**config.mk**
```make
export PLATFORM = sky130hd
export DESIGN_NAME = ps2_keyboard
export DESIGN_NICKNAME = d
export VERILOG_FILES = /design/src/rtl/ps2_keyboard.sv
export SDC_FILE = /design/constraint.sdc
export NUM_CORES = 1
export LEC_CHECK = 0
export BUFFER_PORTS_ARGS = -buffer_cell sky130_fd_sc_hd__buf_2
export CORE_ASPECT_RATIO = 0.8
export CORE_MARGIN = 2
export CORE_UTILIZATION = 54
export DETAILED_ROUTE_END_ITERATION = 8
export PLACE_DENSITY_LB_ADDON = 0.2
export SYNTH_ARGS = -nofsm -noshare
export SYNTH_HDL_FRONTEND = slang
export SYNTH_SLANG_ARGS = --single-unit
```
**constraint.sdc**
```tcl
create_clock -name clk -period 2.5 [get_ports clk]
set_input_delay 0.125 -clock clk [delete_from_list [all_inputs] [get_ports clk]]
set_output_delay 0.125 -clock clk [all_outputs]
set_load 0.02 [all_outputs]
```
**src/rtl/ps2_keyboard.sv**
```systemverilog
// PS/2 keyboard receiver: conditions the raw pins, deframes bytes and
// tracks the currently held key as the keyb_char word for memory-mapped IO.
module ps2_keyboard #(
    parameter int FILTER_LEN     = 4,
    parameter int TIMEOUT_CYCLES = 100000
) (
    input  logic        clk,
    input  logic        reset_n,
    input  logic        ps2_clk,
    input  logic        ps2_data,
    output logic [31:0] keyb_char,
    output logic [7:0]  rx_byte,
    output logic        rx_valid,
    output logic        frame_err
);

    localparam int FW = $clog2(FILTER_LEN + 1);
    localparam int TW = $clog2(TIMEOUT_CYCLES + 1);
    localparam logic [FW-1:0] FMAX = FW'(FILTER_LEN - 1);
    localparam logic [TW-1:0] TMAX = TW'(TIMEOUT_CYCLES - 1);

    typedef enum logic [1:0] {
        IDLE,
        DATA,
        PARITY,
        STOP
    } state_t;

    logic          clk_s1;
    logic          clk_s2;
    logic          dat_s1;
    logic          dat_s2;
    logic          filt;
    logic          filt_d;
    logic [FW-1:0] fcnt;
    logic          sample;

    state_t        state;
    logic [2:0]    bitcnt;
    logic [7:0]    shreg;
    logic          par;
    logic [TW-1:0] tcnt;
    logic          ext_pend;
    logic          brk_pend;
    logic [8:0]    key_q;
    logic          tout;
    logic          frame_ok;

    always_ff @(posedge clk or negedge reset_n) begin
        if (!reset_n) begin
            clk_s1 <= 1'b1;
            clk_s2 <= 1'b1;
            dat_s1 <= 1'b1;
            dat_s2 <= 1'b1;
        end else begin
            clk_s1 <= ps2_clk;
            clk_s2 <= clk_s1;
            dat_s1 <= ps2_data;
            dat_s2 <= dat_s1;
        end
    end

    // fcnt counts consecutive samples that disagree with the filtered level
    always_ff @(posedge clk or negedge reset_n) begin
        if (!reset_n) begin
            filt   <= 1'b1;
            filt_d <= 1'b1;
            fcnt   <= '0;
        end else begin
            filt_d <= filt;
            if (clk_s2 == filt) begin
                fcnt <= '0;
            end else if (fcnt == FMAX) begin
                filt <= clk_s2;
                fcnt <= '0;
            end else begin
                fcnt <= fcnt + 1'b1;
            end
        end
    end

    assign sample    = filt_d & ~filt;
    assign tout      = (state != IDLE) && (tcnt == TMAX);
    assign frame_ok  = dat_s2 && (^{shreg, par});
    assign keyb_char = {23'b0, key_q};

    always_ff @(posedge clk or negedge reset_n) begin
        if (!reset_n) begin
            state     <= IDLE;
            bitcnt    <= '0;
            shreg     <= '0;
            par       <= 1'b0;
            tcnt      <= '0;
            ext_pend  <= 1'b0;
            brk_pend  <= 1'b0;
            key_q     <= '0;
            rx_byte   <= '0;
            rx_valid  <= 1'b0;
            frame_err <= 1'b0;
        end else begin
            rx_valid  <= 1'b0;
            frame_err <= 1'b0;

            if (rx_valid) begin
                if (rx_byte == 8'hE0) begin
                    ext_pend <= 1'b1;
                end else if (rx_byte == 8'hF0) begin
                    brk_pend <= 1'b1;
                end else begin
                    if (!brk_pend) begin
                        key_q <= {ext_pend, rx_byte};
                    end else if ({ext_pend, rx_byte} == key_q) begin
                        key_q <= '0;
                    end
                    ext_pend <= 1'b0;
                    brk_pend <= 1'b0;
                end
            end

            if (state == IDLE || sample) begin
                tcnt <= '0;
            end else begin
                tcnt <= tcnt + 1'b1;
            end

            // expiry takes priority over a coincident sample event
            if (tout) begin
                state     <= IDLE;
                tcnt      <= '0;
                frame_err <= 1'b1;
                ext_pend  <= 1'b0;
                brk_pend  <= 1'b0;
            end else if (sample) begin
                unique case (state)
                    IDLE: begin
                        if (!dat_s2) begin
                            state  <= DATA;
                            bitcnt <= '0;
                        end
                    end
                    DATA: begin
                        shreg  <= {dat_s2, shreg[7:1]};
                        bitcnt <= bitcnt + 1'b1;
                        if (bitcnt == 3'd7) begin
                            state <= PARITY;
                        end
                    end
                    PARITY: begin
                        par   <= dat_s2;
                        state <= STOP;
                    end
                    STOP: begin
                        state <= IDLE;
                        if (frame_ok) begin
                            rx_byte  <= shreg;
                            rx_valid <= 1'b1;
                        end else begin
                            frame_err <= 1'b1;
                            ext_pend  <= 1'b0;
                            brk_pend  <= 1'b0;
                        end
                    end
                    default: state <= IDLE;
                endcase
            end
        end
    end

endmodule
```
==> flow_summary.ini <==
[status]
status = finished clean

[clock_network]
clk_path_buf_depth = 2
hold_bufs_inserted_after_cts = 3
clk_lat_worst_skew_ns = 0.33
cts.sink_count = 61
clk_pin_slew_worst_paths_ns = 0.06
post_cts_resized = 0
cts_max_level = 3
tritoncts_clock_tree = done
clock-root-buffer = sky130_fd_sc_hd__clkbuf_8
clock_buffers_created_by_tritoncts = 9
post_cts.repair.setup_buffers = 0

[min_path]
worst_min_delay_path_endpoint = dat_s2
hold_path_class = reg -> reg
min_path_cells = 0
hold_start = dat_s1

[placed_design]
place.gp.congestion = 0.7916
detailed_place.area_sq_mm = 0.003148
dp_hpwl_um = 3603
dp.cells = 366
place.port_buffers = 22

[sta]
worst_clk_skew_ns = 0.004312
timing.final.crit_share_pct = 87.98
max_clock_freq_ghz = 0.4547
final_period_minus_worst_setup_slack_ns = 2.199
finalSetupViolCount = 0
report.final.hold_viol_count = 0
transition_at_the_pin_with_the_smallest_max_transition_slack_ns = 0.7560
max_slew_margin_pct = 49.60
unrepaired_setup_endpoints_after_global_routing = false
finalMaxSlewViolations = 0
final.setup.tns_ns = 0

[power]
total_power_mw = 3.086
powerDensity_mw_per_mm2 = 919.7
power.leakage_nw = 1.639
worst_ir_drop_vdd_mv = 0.4793

[die]
floorplan.io_pins = 46
dieArea_sq_mm = 0.006199
initial_utilization_pct = 55.76
die_h_um = 70.83
core-area_sq_mm = 0.005405
die_width_um = 87.53
std_cell_rows = 24

[route]
first_pass_iters = 6
detail_route.iter0.violations = 111
drcViolationCount = 0
routed_wirelength_um = 5226
avgRoutedWirePerCell_um = 13.61
num_vias = 1994
drt-vias-per-instance = 5.193
route.antenna.remaining_nets = 0

[logic_synthesis]
share_of_yosys_cell_area_claimed_by_the_top_area_cell_type_pct = 45.66
synthTopCellsByArea = sky130_fd_sc_hd__dfrtp_1 46%, sky130_fd_sc_hd__mux2_2 6.4%, sky130_fd_sc_hd__buf_4 5.7%
post_synth_instance_area_sq_mm = 0.003014
synth_common_cells = 55 x sky130_fd_sc_hd__dfrtp_1, 32 x sky130_fd_sc_hd__nand2_1, 25 x sky130_fd_sc_hd__nor2_1
synth_edf_count = 0
post_synth_inst_count = 277
yosys_warnings = 0
ys_ff_latch = 61
post-synth-top-area-cell = sky130_fd_sc_hd__dfrtp_1
dominantRegCellSynth = sky130_fd_sc_hd__dfrtp_1
syn_area_per_cell_sq_um = 10.88
async_flop_share_pct = 100.0
synth.yosys.seq_area_share_pct = 50.89
synth_cell_types = 41
yosys.cell_count.top_type = sky130_fd_sc_hd__dfrtp_1

[finish]
nets = 328
n_fill_cell = 461
final_layout_size_suffix_gt1_share_pct = 21.63
area.growth.synth_to_final_pct = 11.33
final-instance-count-excl-fill = 384
sequential_cell_area_sq_mm = 0.001534
antenna_cells_inserted = 0
multi_input_comb_area_sq_mm = 0.001351
fin_area_sq_mm = 0.003356

[global_route]
grt_pass1_vias = 1862
globalRouteTotalUtil_pct = 18.61
global_route.usage.met1_pct = 28.46
grt.met2_usage_pct = 25.25
maximum_number_of_pins_on_one_net_before_global_route_repair = 62
global_route.overflow_total = 0
grt_busiest_layer = met1
grt_antenna_before_repair = 0
wire_length_of_the_first_global_routing_pass_um = 8970
grt_util_met3_pct = 6.301

[critical_path]
worst-endpoint-arrival_ns = 2.42
critical_path.startpoint_type = flop
worstRegToRegCells = 8
regToRegStartpoint = tcnt[0]
timing.critical_path.fanout_max = 9
reg2reg_capture_point = rx_byte[0]
required_arrival_time_at_the_worst_endpoint_ns = 2.72
critical_path.endpoint_type = flop
reg2reg_setup_slack_ns = 0.30
worst_setup_path_category = reg -> reg

[run]
cap_viol_max_count = 0
## registers in the layout (all words and copies together) (netlist names), 2 cells and up
| register | count |
|---|---|
| shreg | 8 |
| rx_byte | 8 |
| fcnt | 3 |
| key_q | 9 |
| bitcnt | 3 |
| state | 2 |
| tcnt | 17 |
## power breakdown
part / internal [mW] / switching, mW / total, mW
registers: 1.17 / 0.167 / 1.34
logic: 0.430 / 0.531 / 0.961
clock network: 0.435 / 0.353 / 0.787
## worst max-delay path by stage
stage / start / endpoint / slack [ns] / cells past startpoint
floorplan: state[0] / tcnt[10] / 0.39 / 9
global placement: tcnt[0] / rx_byte[6] / 0.37 / 8
detailed placement: tcnt[0] / rx_byte[0] / 0.30 / 8
CTS: tcnt[0] / rx_byte[0] / 0.30 / 8
global route: state[0] / rx_byte[4] / 0.12 / 9
finish: tcnt[0] / rx_byte[0] / 0.30 / 8
## final cells by class
| type | instances | share of cell area, % |
|---|---|---|
| clock buffer | 14 | 5.145 |
| tap | 65 | 2.424 |
| inverter | 5 | 0.5593 |
| clock inverter | 1 | 0.1491 |
| multi-input combinational | 206 | 40.27 |
| sequential | 61 | 45.71 |
| timing repair buffer | 32 | 5.742 |
## through the flow
step | util, % | setup slack (ns) | hold WS, ns
floorplan | - | 0.3866 | -0.1706
global placement | 58.24 | 0.3669 | 0.2310
detailed placement | 58.24 | 0.3035 | 0.2316
CTS | 62.08 | 0.2951 | 0.3561
global route | 62.08 | 0.1234 | 0.3583
finish | 62.08 | 0.3006 | 0.3545
## cells by family (layout without fill, tap and decap cells)
logic type,Yosys count,after routing,share of synthesized area [%]
other,1,23,0.1244
xor gates and xnor gates,32,32,9.755
DFF,61,61,50.89
adders and majority gates,9,9,3.736
buffers and inverters,32,52,7.016
AOI/OAI and AO/OA,29,29,5.978
and+or+nand+nor,96,96,16.15
muxes,17,17,6.351
## layout by cell type (no fill, tap or decap), types with 2 or more instances in the layout
master and instances:
sky130_fd_sc_hd__a22o_1 2, sky130_fd_sc_hd__a31oi_1 3, sky130_fd_sc_hd__and3_1 5, sky130_fd_sc_hd__buf_2 22, sky130_fd_sc_hd__buf_4 7, sky130_fd_sc_hd__clkbuf_1 2
sky130_fd_sc_hd__clkbuf_8 12, sky130_fd_sc_hd__conb_1 23, sky130_fd_sc_hd__dfrtp_1 55, sky130_fd_sc_hd__dfstp_2 6, sky130_fd_sc_hd__dlygate4sd3_1 3, sky130_fd_sc_hd__ha_1 9
sky130_fd_sc_hd__inv_1 5, sky130_fd_sc_hd__mux2_2 17, sky130_fd_sc_hd__nand2_1 32, sky130_fd_sc_hd__nand3_1 5, sky130_fd_sc_hd__nand4_1 7, sky130_fd_sc_hd__nor2_1 25
sky130_fd_sc_hd__nor2b_1 5, sky130_fd_sc_hd__nor3_1 2, sky130_fd_sc_hd__nor3b_1 4, sky130_fd_sc_hd__o211ai_1 2, sky130_fd_sc_hd__o21ai_0 15, sky130_fd_sc_hd__xnor2_1 15
sky130_fd_sc_hd__xor2_1 16
## worst max-delay path, cell delays in order (launching register included)
cell	delay (ns)
sky130_fd_sc_hd__dfrtp_1	0.40
sky130_fd_sc_hd__ha_1	0.25
sky130_fd_sc_hd__and4_1	0.27
sky130_fd_sc_hd__nand4_1	0.17
sky130_fd_sc_hd__nor2_1	0.06
sky130_fd_sc_hd__buf_4	0.16
sky130_fd_sc_hd__nor4_4	0.23
sky130_fd_sc_hd__buf_4	0.20
sky130_fd_sc_hd__mux2_2	0.34
## layer usage
layer / part of all wire (%) / up-vias
li1: - / 974
met1: 52 / 961
met2: 42 / 54
met3: 5.0 / 5
met4: 0.94 / 0
met5: 0 / -
Note: power is estimated with default switching activity, not from simulation.
